`config.mk`:
```
export PLATFORM = sky130hd
export DESIGN_NAME = alu_issue_stage_flat
export DESIGN_NICKNAME = d
export VERILOG_FILES = /design/src/rtl/alu_issue_stage_if.sv /design/src/rtl/alu_issue_stage.sv /design/src/flat_wrapper.sv
export SDC_FILE = /design/constraint.sdc
export NUM_CORES = 1
export LEC_CHECK = 0
export ABC_CLOCK_PERIOD_IN_PS = 2750
export CORE_MARGIN = 8
export CORE_UTILIZATION = 49
export DETAILED_ROUTE_END_ITERATION = 8
export PLACE_DENSITY = 0.81
export SLEW_MARGIN = 20
export SYNTH_ARGS = -nofsm -noshare
export SYNTH_HDL_FRONTEND = slang
export SYNTH_SLANG_ARGS = --single-unit
export TNS_END_PERCENT = 5
```
`constraint.sdc`:
```
create_clock -name clk -period 2.75 [get_ports clk]
set_input_delay 0.55 -clock clk [delete_from_list [all_inputs] [get_ports clk]]
set_output_delay 0.55 -clock clk [all_outputs]
set_load 0.03 [all_outputs]
```
`src/rtl/alu_issue_stage_if.sv`:
```
// alu_issue_stage_if
// Bundles the two handshakes of the ALU issue stage into one interface.
//   in_*  : ID stage -> issue stage (instruction, pc, register-file read data)
//   out_* : issue stage -> EX stage (ALU operation and operands)
// Modports:
//   master : the issue stage itself (consumes in_*, produces out_*)
//   slave  : the surrounding pipeline (produces in_*, consumes out_*)
// Parameter XLEN is the operand width; only 32 is supported.
interface alu_issue_stage_if #(parameter int XLEN = 32);
    logic            in_valid;
    logic            in_ready;
    logic [31:0]     in_instr;
    logic [XLEN-1:0] in_pc;
    logic [XLEN-1:0] in_rs1_data;
    logic [XLEN-1:0] in_rs2_data;

    logic            out_valid;
    logic            out_ready;
    logic [3:0]      out_aluop;
    logic [XLEN-1:0] out_a;
    logic [XLEN-1:0] out_b;
    logic [4:0]      out_rd;
    logic            out_wb;
    logic            out_illegal;

    modport master (
        input  in_valid, in_instr, in_pc, in_rs1_data, in_rs2_data, out_ready,
        output in_ready, out_valid, out_aluop, out_a, out_b, out_rd, out_wb, out_illegal
    );

    modport slave (
        output in_valid, in_instr, in_pc, in_rs1_data, in_rs2_data, out_ready,
        input  in_ready, out_valid, out_aluop, out_a, out_b, out_rd, out_wb, out_illegal
    );
endinterface

```
`src/rtl/alu_issue_stage.sv`:
```
// alu_issue_stage
// Decodes one RV32I instruction plus its register-file read data into
// {aluop, a, b, rd, wb, illegal} and registers the result behind a 2-entry
// valid/ready skid buffer feeding the combinational ALU in EX.
// Ports:
//   clk       rising-edge clock
//   rst_n     asynchronous active-low reset
//   flush     synchronous flush: drops both entries and any same-cycle input
//   bus       alu_issue_stage_if.master (in_* handshake from ID, out_* to EX)
//   issue_cnt accepted out transfers        (only with ISSUE_CNT_EN)
//   stall_cnt cycles out_valid && !out_ready (only with ISSUE_CNT_EN)
// Optional feature macro: ISSUE_CNT_EN adds the two wrapping counters.
// ALU op codes: 0 ADD 1 SUB 2 AND 3 OR 4 XOR 5 SLL 6 SRL 7 SRA 8 SLT 9 SLTU
//               A BEQ B BNE C BLT D BLTU E BGE F BGEU
module alu_issue_stage #(
    parameter int XLEN  = 32,
    parameter int CNT_W = 32
) (
    input  logic               clk,
    input  logic               rst_n,
    input  logic               flush,
    alu_issue_stage_if.master  bus
`ifdef ISSUE_CNT_EN
    ,
    output logic [CNT_W-1:0]   issue_cnt,
    output logic [CNT_W-1:0]   stall_cnt
`endif
);

    localparam logic [1:0] ST_EMPTY = 2'd0;
    localparam logic [1:0] ST_ONE   = 2'd1;
    localparam logic [1:0] ST_FULL  = 2'd2;

    localparam logic [6:0] OPC_OP     = 7'b0110011;
    localparam logic [6:0] OPC_OPIMM  = 7'b0010011;
    localparam logic [6:0] OPC_LUI    = 7'b0110111;
    localparam logic [6:0] OPC_AUIPC  = 7'b0010111;
    localparam logic [6:0] OPC_JAL    = 7'b1101111;
    localparam logic [6:0] OPC_JALR   = 7'b1100111;
    localparam logic [6:0] OPC_LOAD   = 7'b0000011;
    localparam logic [6:0] OPC_STORE  = 7'b0100011;
    localparam logic [6:0] OPC_BRANCH = 7'b1100011;

    // entry layout: {illegal, wb, rd[4:0], aluop[3:0], a, b}
    localparam int ENT_W = 2 + 5 + 4 + 2 * XLEN;

    logic [31:0]      instr;
    logic [6:0]       opcode;
    logic [2:0]       f3;
    logic [6:0]       f7;
    logic [XLEN-1:0]  imm_i, imm_s, imm_u;
    logic             unused_rs_fields;

    logic [3:0]       dec_aluop;
    logic [XLEN-1:0]  dec_a, dec_b;
    logic [4:0]       dec_rd;
    logic             dec_wb, dec_illegal;
    logic [ENT_W-1:0] dec_entry;

    logic [1:0]       state, state_nxt;
    logic [ENT_W-1:0] out_ent, skid_ent;
    logic             out_valid_r, in_ready_r;
    logic             in_acc, out_acc;
    logic             load_out_new, load_out_skid, load_skid;

    assign instr  = bus.in_instr;
    assign opcode = instr[6:0];
    assign f3     = instr[14:12];
    assign f7     = instr[31:25];
    assign imm_i  = {{20{instr[31]}}, instr[31:20]};
    assign imm_s  = {{20{instr[31]}}, instr[31:25], instr[11:7]};
    assign imm_u  = {instr[31:12], 12'b0};
    // register indices are consumed by the register file, not here
    assign unused_rs_fields = ^instr[19:15];

    // funct3 -> ALU op for OP/OP-IMM; alt selects SUB/SRA where it applies
    function automatic logic [3:0] arith_op(input logic [2:0] fn3, input logic alt);
        case (fn3)
            3'b000:  arith_op = alt ? 4'h1 : 4'h0;
            3'b001:  arith_op = 4'h5;
            3'b010:  arith_op = 4'h8;
            3'b011:  arith_op = 4'h9;
            3'b100:  arith_op = 4'h4;
            3'b101:  arith_op = alt ? 4'h7 : 4'h6;
            3'b110:  arith_op = 4'h3;
            default: arith_op = 4'h2;
        endcase
    endfunction

    // Instruction decode; an illegal encoding collapses to an all-zero bubble
    always_comb begin
        dec_aluop   = 4'h0;
        dec_a       = '0;
        dec_b       = '0;
        dec_rd      = instr[11:7];
        dec_wb      = 1'b0;
        dec_illegal = 1'b0;
        case (opcode)
            OPC_OP: begin
                if (f7 != 7'h00 && f7 != 7'h20) begin
                    dec_illegal = 1'b1;
                end else begin
                    dec_a     = bus.in_rs1_data;
                    dec_b     = bus.in_rs2_data;
                    dec_aluop = arith_op(f3, f7[5]);
                    dec_wb    = 1'b1;
                end
            end
            OPC_OPIMM: begin
                // no SUBI: funct7[5] only matters for the right shift
                dec_a     = bus.in_rs1_data;
                dec_b     = imm_i;
                dec_aluop = arith_op(f3, f7[5] && (f3 == 3'b101));
                dec_wb    = 1'b1;
            end
            OPC_LUI: begin
                dec_b  = imm_u;
                dec_wb = 1'b1;
            end
            OPC_AUIPC: begin
                dec_a  = bus.in_pc;
                dec_b  = imm_u;
                dec_wb = 1'b1;
            end
            OPC_JAL, OPC_JALR: begin
                dec_a  = bus.in_pc;
                dec_b  = XLEN'(4);
                dec_wb = 1'b1;
            end
            OPC_LOAD: begin
                dec_a  = bus.in_rs1_data;
                dec_b  = imm_i;
                dec_wb = 1'b1;
            end
            OPC_STORE: begin
                dec_a = bus.in_rs1_data;
                dec_b = imm_s;
            end
            OPC_BRANCH: begin
                dec_a = bus.in_rs1_data;
                dec_b = bus.in_rs2_data;
                case (f3)
                    3'b000:  dec_aluop = 4'hA;
                    3'b001:  dec_aluop = 4'hB;
                    3'b100:  dec_aluop = 4'hC;
                    3'b101:  dec_aluop = 4'hE;
                    3'b110:  dec_aluop = 4'hD;
                    3'b111:  dec_aluop = 4'hF;
                    default: dec_illegal = 1'b1;
                endcase
            end
            default: dec_illegal = 1'b1;
        endcase
        if (dec_illegal) begin
            dec_aluop = 4'h0;
            dec_a     = '0;
            dec_b     = '0;
            dec_rd    = 5'd0;
            dec_wb    = 1'b0;
        end
    end

    assign dec_entry = {dec_illegal, dec_wb, dec_rd, dec_aluop, dec_a, dec_b};

    assign in_acc  = bus.in_valid && in_ready_r;
    assign out_acc = out_valid_r && bus.out_ready;

    // Occupancy FSM: out_ent is the head, skid_ent holds the second entry
    always_comb begin
        state_nxt     = state;
        load_out_new  = 1'b0;
        load_out_skid = 1'b0;
        load_skid     = 1'b0;
        case (state)
            ST_EMPTY: begin
                if (in_acc) begin
                    state_nxt    = ST_ONE;
                    load_out_new = 1'b1;
                end
            end
            ST_ONE: begin
                if (in_acc && out_acc) begin
                    load_out_new = 1'b1;
                end else if (in_acc) begin
                    state_nxt = ST_FULL;
                    load_skid = 1'b1;
                end else if (out_acc) begin
                    state_nxt = ST_EMPTY;
                end
            end
            ST_FULL: begin
                if (out_acc) begin
                    state_nxt     = ST_ONE;
                    load_out_skid = 1'b1;
                end
            end
            default: state_nxt = ST_EMPTY;
        endcase
        if (flush) begin
            state_nxt     = ST_EMPTY;
            load_out_new  = 1'b0;
            load_out_skid = 1'b0;
            load_skid     = 1'b0;
        end
    end

    // valid/ready are registered from the next state so in_ready never
    // depends combinationally on out_ready
    always_ff @(posedge clk or negedge rst_n) begin
        if (!rst_n) begin
            state       <= ST_EMPTY;
            out_valid_r <= 1'b0;
            in_ready_r  <= 1'b1;
        end else begin
            state       <= state_nxt;
            out_valid_r <= (state_nxt != ST_EMPTY);
            in_ready_r  <= (state_nxt != ST_FULL);
        end
    end

    // Data registers only move on a load, so a stalled head stays stable
    always_ff @(posedge clk or negedge rst_n) begin
        if (!rst_n) begin
            out_ent  <= '0;
            skid_ent <= '0;
        end else begin
            if (load_out_new) begin
                out_ent <= dec_entry;
            end else if (load_out_skid) begin
                out_ent <= skid_ent;
            end
            if (load_skid) begin
                skid_ent <= dec_entry;
            end
        end
    end

    assign bus.in_ready    = in_ready_r;
    assign bus.out_valid   = out_valid_r;
    assign bus.out_illegal = out_ent[ENT_W-1];
    assign bus.out_wb      = out_ent[ENT_W-2];
    assign bus.out_rd      = out_ent[ENT_W-3 -: 5];
    assign bus.out_aluop   = out_ent[2*XLEN +: 4];
    assign bus.out_a       = out_ent[XLEN +: XLEN];
    assign bus.out_b       = out_ent[0 +: XLEN];

`ifdef ISSUE_CNT_EN
    localparam logic [CNT_W-1:0] CNT_ONE = CNT_W'(1);

    // Counters wrap naturally and survive flush; only rst_n clears them
    always_ff @(posedge clk or negedge rst_n) begin
        if (!rst_n) begin
            issue_cnt <= '0;
            stall_cnt <= '0;
        end else begin
            if (out_acc) begin
                issue_cnt <= issue_cnt + CNT_ONE;
            end
            if (out_valid_r && !bus.out_ready) begin
                stall_cnt <= stall_cnt + CNT_ONE;
            end
        end
    end
`endif

endmodule

```
`src/flat_wrapper.sv`:
```
// flat-port wrapper written by rule: the top's interface ports become plain ports
module alu_issue_stage_flat 
#(
    parameter int XLEN  = 32,
    parameter int CNT_W = 32
)
  (clk, rst_n, flush, bus_in_valid, bus_in_instr, bus_in_pc, bus_in_rs1_data, bus_in_rs2_data, bus_out_ready, bus_in_ready, bus_out_valid, bus_out_aluop, bus_out_a, bus_out_b, bus_out_rd, bus_out_wb, bus_out_illegal);
  alu_issue_stage_if #(.XLEN(XLEN)) bus_i ();
  input  logic clk;
  input  logic rst_n;
  input  logic flush;
  input wire logic [$bits(bus_i.in_valid)-1:0] bus_in_valid;
  input wire logic [$bits(bus_i.in_instr)-1:0] bus_in_instr;
  input wire logic [$bits(bus_i.in_pc)-1:0] bus_in_pc;
  input wire logic [$bits(bus_i.in_rs1_data)-1:0] bus_in_rs1_data;
  input wire logic [$bits(bus_i.in_rs2_data)-1:0] bus_in_rs2_data;
  input wire logic [$bits(bus_i.out_ready)-1:0] bus_out_ready;
  output wire logic [$bits(bus_i.in_ready)-1:0] bus_in_ready;
  output wire logic [$bits(bus_i.out_valid)-1:0] bus_out_valid;
  output wire logic [$bits(bus_i.out_aluop)-1:0] bus_out_aluop;
  output wire logic [$bits(bus_i.out_a)-1:0] bus_out_a;
  output wire logic [$bits(bus_i.out_b)-1:0] bus_out_b;
  output wire logic [$bits(bus_i.out_rd)-1:0] bus_out_rd;
  output wire logic [$bits(bus_i.out_wb)-1:0] bus_out_wb;
  output wire logic [$bits(bus_i.out_illegal)-1:0] bus_out_illegal;
  assign bus_i.in_valid = bus_in_valid;
  assign bus_i.in_instr = bus_in_instr;
  assign bus_i.in_pc = bus_in_pc;
  assign bus_i.in_rs1_data = bus_in_rs1_data;
  assign bus_i.in_rs2_data = bus_in_rs2_data;
  assign bus_i.out_ready = bus_out_ready;
  assign bus_in_ready = bus_i.in_ready;
  assign bus_out_valid = bus_i.out_valid;
  assign bus_out_aluop = bus_i.out_aluop;
  assign bus_out_a = bus_i.out_a;
  assign bus_out_b = bus_i.out_b;
  assign bus_out_rd = bus_i.out_rd;
  assign bus_out_wb = bus_i.out_wb;
  assign bus_out_illegal = bus_i.out_illegal;
  alu_issue_stage #(.XLEN(XLEN), .CNT_W(CNT_W)) u_core (.clk(clk), .rst_n(rst_n), .flush(flush), .bus(bus_i));
endmodule
```
# Yosys cells after proc, flatten, opt, wreduce, memory -nomap -nowiden
# Cells that the tools add are included.
# word_totals
register_bits,154
inputBits,133
wordCells,85
# op_classes
n_reduce_logical,18
mux,42
n_eq_ne,20
# op_table
operator,n
$pmux W32 S6,1
$mux W75,2
$mux W32,4
$pmux W32 S3,1
$pmux W4 S7,2
$pmux W4 S6,1
$eq A7 B6 Y1 const B,3
$eq A7 B7 Y1 const B,3
$mux W1,17
$eq A7 B5 Y1 const B,2
$eq A3 B3 Y1 const B,4
$mux W2,6
$pmux W4 S3,1
$reduce_or A6 Y1,2
$mux W4,2
$eq A7 B2 Y1 const B,1
$ne A7 B6 Y1 const B,1
$reduce_bool A7 Y1,1
$reduce_or A7 Y1,1
$eq A3 B2 Y1 const B,2
$pmux W2 S3,1
$reduce_or A2 Y1,3
$logic_and A1 B1 Y1,5
$mux W5,1
11 further kinds,13

# Longest topological paths before layout
# depth
ltp_word,7
ltp_mapped,8

# Worst setup path after synthesis
# Ideal clock, no wire load.
# synth_timing
path_kind,reg2reg
startpoint,"register u_core.in_ready_r, in the netlist u_core.bus.in_ready"
endpoint,register u_core.out_ent[42]
slack_ns,0.678
stages_incl_launch_ff,7
setup_time_ns,0.144
period_less_slack_ns,2.072
t_arrival_ns,1.929
t_required_ns,2.606
path_cell_list,dfstp_2 -> nand2_1 -> or3_1 -> nor2_1 -> buf_2 -> buf_1 -> a21oi_2
# synth_via
elab_chain_len,6
# synth_rtl
item,line,text
"start, declared",alu_issue_stage.sv:62,"logic out_valid_r, in_ready_r;"
"start signal, assigned",alu_issue_stage.sv:217,in_ready_r <= (state_nxt != ST_FULL);
$logic_and A1 B1 Y1 (*),alu_issue_stage.sv:165,assign in_acc = bus.in_valid && in_ready_r;
$logic_and A1 B1 Y1,alu_issue_stage.sv:182,if (in_acc && out_acc) begin
$mux W1,alu_issue_stage.sv:182,
$pmux W1 S2 (*),alu_issue_stage.sv:174,case (state)
$mux W1 (*),alu_issue_stage.sv:199,if (flush) begin
$mux W75 / $reduce_bool A2 Y1 (equally long branches),--,
"end signal, assigned",alu_issue_stage.sv:228,out_ent <= dec_entry;
"end signal, assigned",alu_issue_stage.sv:230,out_ent <= skid_ent;
"end, declared",alu_issue_stage.sv:61,"logic [ENT_W-1:0] out_ent, skid_ent;"
# Mark *: on every way between the ends. The rest lies on a longest branch, timed or not.
# A chain may end at the register's enable or synchronous reset.

# Final worst setup path
# layout_timing
startpoint,input bus_in_instr[4]
endpoint,register u_core.out_ent[12]
# layout_via
elab_chain_len,5
# layout_rtl
item,line,text
"start, declared",flat_wrapper.sv:13,input wire logic [$bits(bus_i.in_instr)-1:0] bus_in_instr;
"$eq A7 B6 Y1, or another cell as far along",alu_issue_stage.sv:98,case (opcode)
$reduce_or A7 Y1 (no line) / $reduce_or A2 Y1 (equally long branches),--,
$pmux W1 S3 / $pmux W32 S6 (equally long branches),alu_issue_stage.sv:98,
$mux W32 (*),alu_issue_stage.sv:154,if (dec_illegal) begin
$mux W75 (*),alu_issue_stage.sv:227,if (load_out_new) begin
# Marked as above.

==> results by group <==
Yosys
  • Ys async rst share: 1.00
  • Yosys warning count: 0
  • Syn_area_per_cell: 9.70 sq um
  • Post-Synthesis Cells: 787
  • Synth Flop Type: dfrtp_1
  • Mapped Nets: 920
  • Sequential fraction of the synthesis area: 0.505
  • Post-synth top area share: 0.502
  • Netlist cell types: 53
  • Ranking of synthesized cells by area: dfrtp_1 50%, o22ai_1 6.1%, nand2_1 5.7%
  • Post-Syn Area: 7630 sq um
  • #FFs+latches synth: 154
  • EDFF count, synth: 0
  • Yosys top cell by area: dfrtp_1

Setup path
  • Slowest CP cell: clkdlybuf4s50_1
  • CP Capture Type: flop
  • FF-to-FF End: u_core.out_ent[42]
  • WP data required: 3.09 ns
  • R2R Setup Slk: 0.74 ns
  • Reg2Reg Depth: 6
  • Crit-path cells: clkdlybuf4s50_1 -> or4b_1 -> o22ai_2 -> buf_4 -> nand4_1 -> a31o_2 -> a21oi_1
  • Max FO, Critical Path: 10
  • Cell class contributing the biggest share of worst-path delay: buffers and inverters
  • Slowest stage delay, CP: 0.64 ns
  • Worst Path Buf+Inv: 2
  • Start of the worst register-to-register path: u_core.bus.in_ready
  • Setup Crit Path Kind: in -> reg
  • Critical Path AT: 2.64 ns
  • Type of origin of the critical path: input port

Power and ir drop
  • Net Sw Frac: 0.333
  • Static Leak: 4.15 nW
  • Clock power frac: 0.307
  • Net Sw Power: 2.72 mW
  • Design Power: 8.17 mW
  • Pwr Density: 752 nW/um^2
  • Seq pwr share: 0.354
  • Logic pwr share: 0.339
  • Max VDD drop: 587 uV
  • Internal: 5.45 mW

Placed design
  • Inst Count DP: 1151
  • HPWL after DPL: 16.7 mm
  • Port bufs: 209
  • Final Wtd Congestion: 0.897
  • DP Worst Slack: 0.00768 ns
  • Placed Area: 10200 sq um

Detailed routing
  • ANT nets after route: 0
  • Initial drt markers: 488
  • DRC: 0
  • Vias post-DR: 7192
  • WL final: 24.1 mm
  • Drt pass-1 iters: 5
  • Via/cell ratio: 6.07
  • WL/cell: 20.4 microns

Layout
  • Share of cells above drive strength 1: 0.157
  • Synth-to-Final Area Change: 42.4%
  • Most common cell after layout, fill and taps aside: clkdlybuf4s50_1
  • Util after Layout: 0.715
  • Most frequent cells in the layout: 208 x clkdlybuf4s50_1, 153 x dfrtp_1, 114 x nand2_1
  • Fin nets: 1116
  • Final instance area: 10900 sq um
  • Non-Filler Instances: 1185

STA
  • Pins Over Slew Limit: 0
  • Final hold violations: 0
  • Worst Tran Pin Value: 0.537 ns
  • Fin crit share: 0.836
  • Setup violators final: 0
  • Worst hold slack: 0.480 ns
  • Final setup margin: 0.452 ns
  • Clock Skews: 0.00688 ns
  • Setup TNS: 0 ns
  • Minimum clock period: 2.30 ns
  • Peak Freq: 0.435 GHz
  • Slew HR: 0.641
  • RSZ-0062 raised after global routing: false

CTS
  • Sinks on Clock Net: 154
  • Clock Pin Slew Worst Setup and Hold Paths: 0.06 ns
  • Number of H-tree levels: 4
  • TritonCTS clock tree: built
  • Post-CTS sizing: 0
  • Clk buf depth: 2
  • Total setup buffers inserted after CTS: 0
  • Clock Latency Late Sink: 0.42 ns
  • Root Buffer: clkbuf_16
  • # hold bufs at CTS: 1
  • Num CTS Buffers: 17

Global routing
  • First-pass GRT wire length: 38.9 mm
  • GRT Util Overall: 0.244
  • Pin count of the biggest net entering global routing: 77
  • Total global routing overflow: 0
  • Initial antenna violation count: 1
  • Number of global-route vias before repair: 7395

Die
  • Die Area: 19800 sq um
  • DIE WIDTH: 141 microns
  • Core footprint: 15200 sq um
  • Io pins: 210
  • Rows: 45
  • Initial Util: 0.502
  • Die height: 141 microns

Outcome
  • Outcome: finished clean

Job
  • MaxCap Viol Count: 0

Hold path
  • Min-Delay Path Class: in -> async
[worst register-to-register path, delay by kind of cell (launching register included)]
| kind | cells | cell delay, ns |
|---|---|---|
| compound gates | 3 | 0.59 |
| buf+inv | 1 | 0.26 |
| flops | 1 | 0.54 |
| simple gates | 2 | 0.54 |
[registers in the layout, indices dropped and copies added, names as in the netlist]
| name | count |
|---|---|
| u_core.out_ent | 75 |
| u_core.state | 2 |
| u_core.bus.out_valid | 1 |
| u_core.skid_ent | 75 |
| u_core.bus.in_ready | 1 |
[power groups by stage]
stage	combinational, mW	clock [mW]	sequential (mW)
5_1_grt	2.93	2.64	2.94
2_1_floorplan	0.707	0	3.65
3_3_place_gp	2.74	0	2.92
3_5_place_dp	2.77	0	2.93
6_report	2.77	2.51	2.90
4_1_cts	2.79	2.54	2.90
[layer usage]
layer,wire length [microns],up-vias,track usage
li1,-,3354,-
met2,11400,319,0.393
met4,495,0,0.0809
met5,0,-,0
met1,10200,3488,0.309
met3,2080,31,0.0712
[cell type report]
type,instances,area [sq um]
diodes,1,2.50
clock buffers,22,474
clock inverters,10,165
fillers,1143,4330
inverters,7,26.3
multi-input cells,545,3460
flip-flops and latches,154,3850
well taps,188,235
repair buffers,258,2650
[synthesized netlist by cell type, types with 7 or more instances]
cell / count
o22ai_1: 75
o21ai_0: 21
nand3_2: 30
a32o_1: 33
nand3_1: 7
a21o_1: 11
buf_2: 18
a31o_1: 18
dfrtp_1: 153
clkbuf_1: 51
nor2_1: 8
a21oi_1: 48
buf_1: 8
o21ai_1: 63
inv_1: 7
a21oi_2: 31
nand4_1: 31
nand2_1: 115
[cells by family (layout without fill, tap and decap cells)]
kind of cell,Yosys count,in the layout,synth area share
flip-flops,154,154,0.505
AND/OR/NAND/NOR,223,223,0.161
other,0,1,0
buffers and inverters,88,297,0.0497
AO/OA/AOI/OAI,320,320,0.282
multiplexers,1,1,0.00131
XOR/XNOR,1,1,0.00115
[how the worst max path moves through the flow]
stage	cells after the start	start	endpoint	slack, ns
finish	7	bus_in_instr[4]	u_core.out_ent[12]	0.45
global route	7	bus_in_instr[4]	u_core.out_ent[15]	0.33
CTS	7	bus_in_instr[25]	u_core.out_ent[42]	0.45
detailed placement	7	bus_in_instr[25]	u_core.skid_ent[62]	0.008
global placement	9	bus_in_instr[25]	u_core.out_ent[62]	0.04
floorplan	6	u_core.bus.in_ready	u_core.out_ent[42]	0.68
Power figures use the tool's default switching activity.
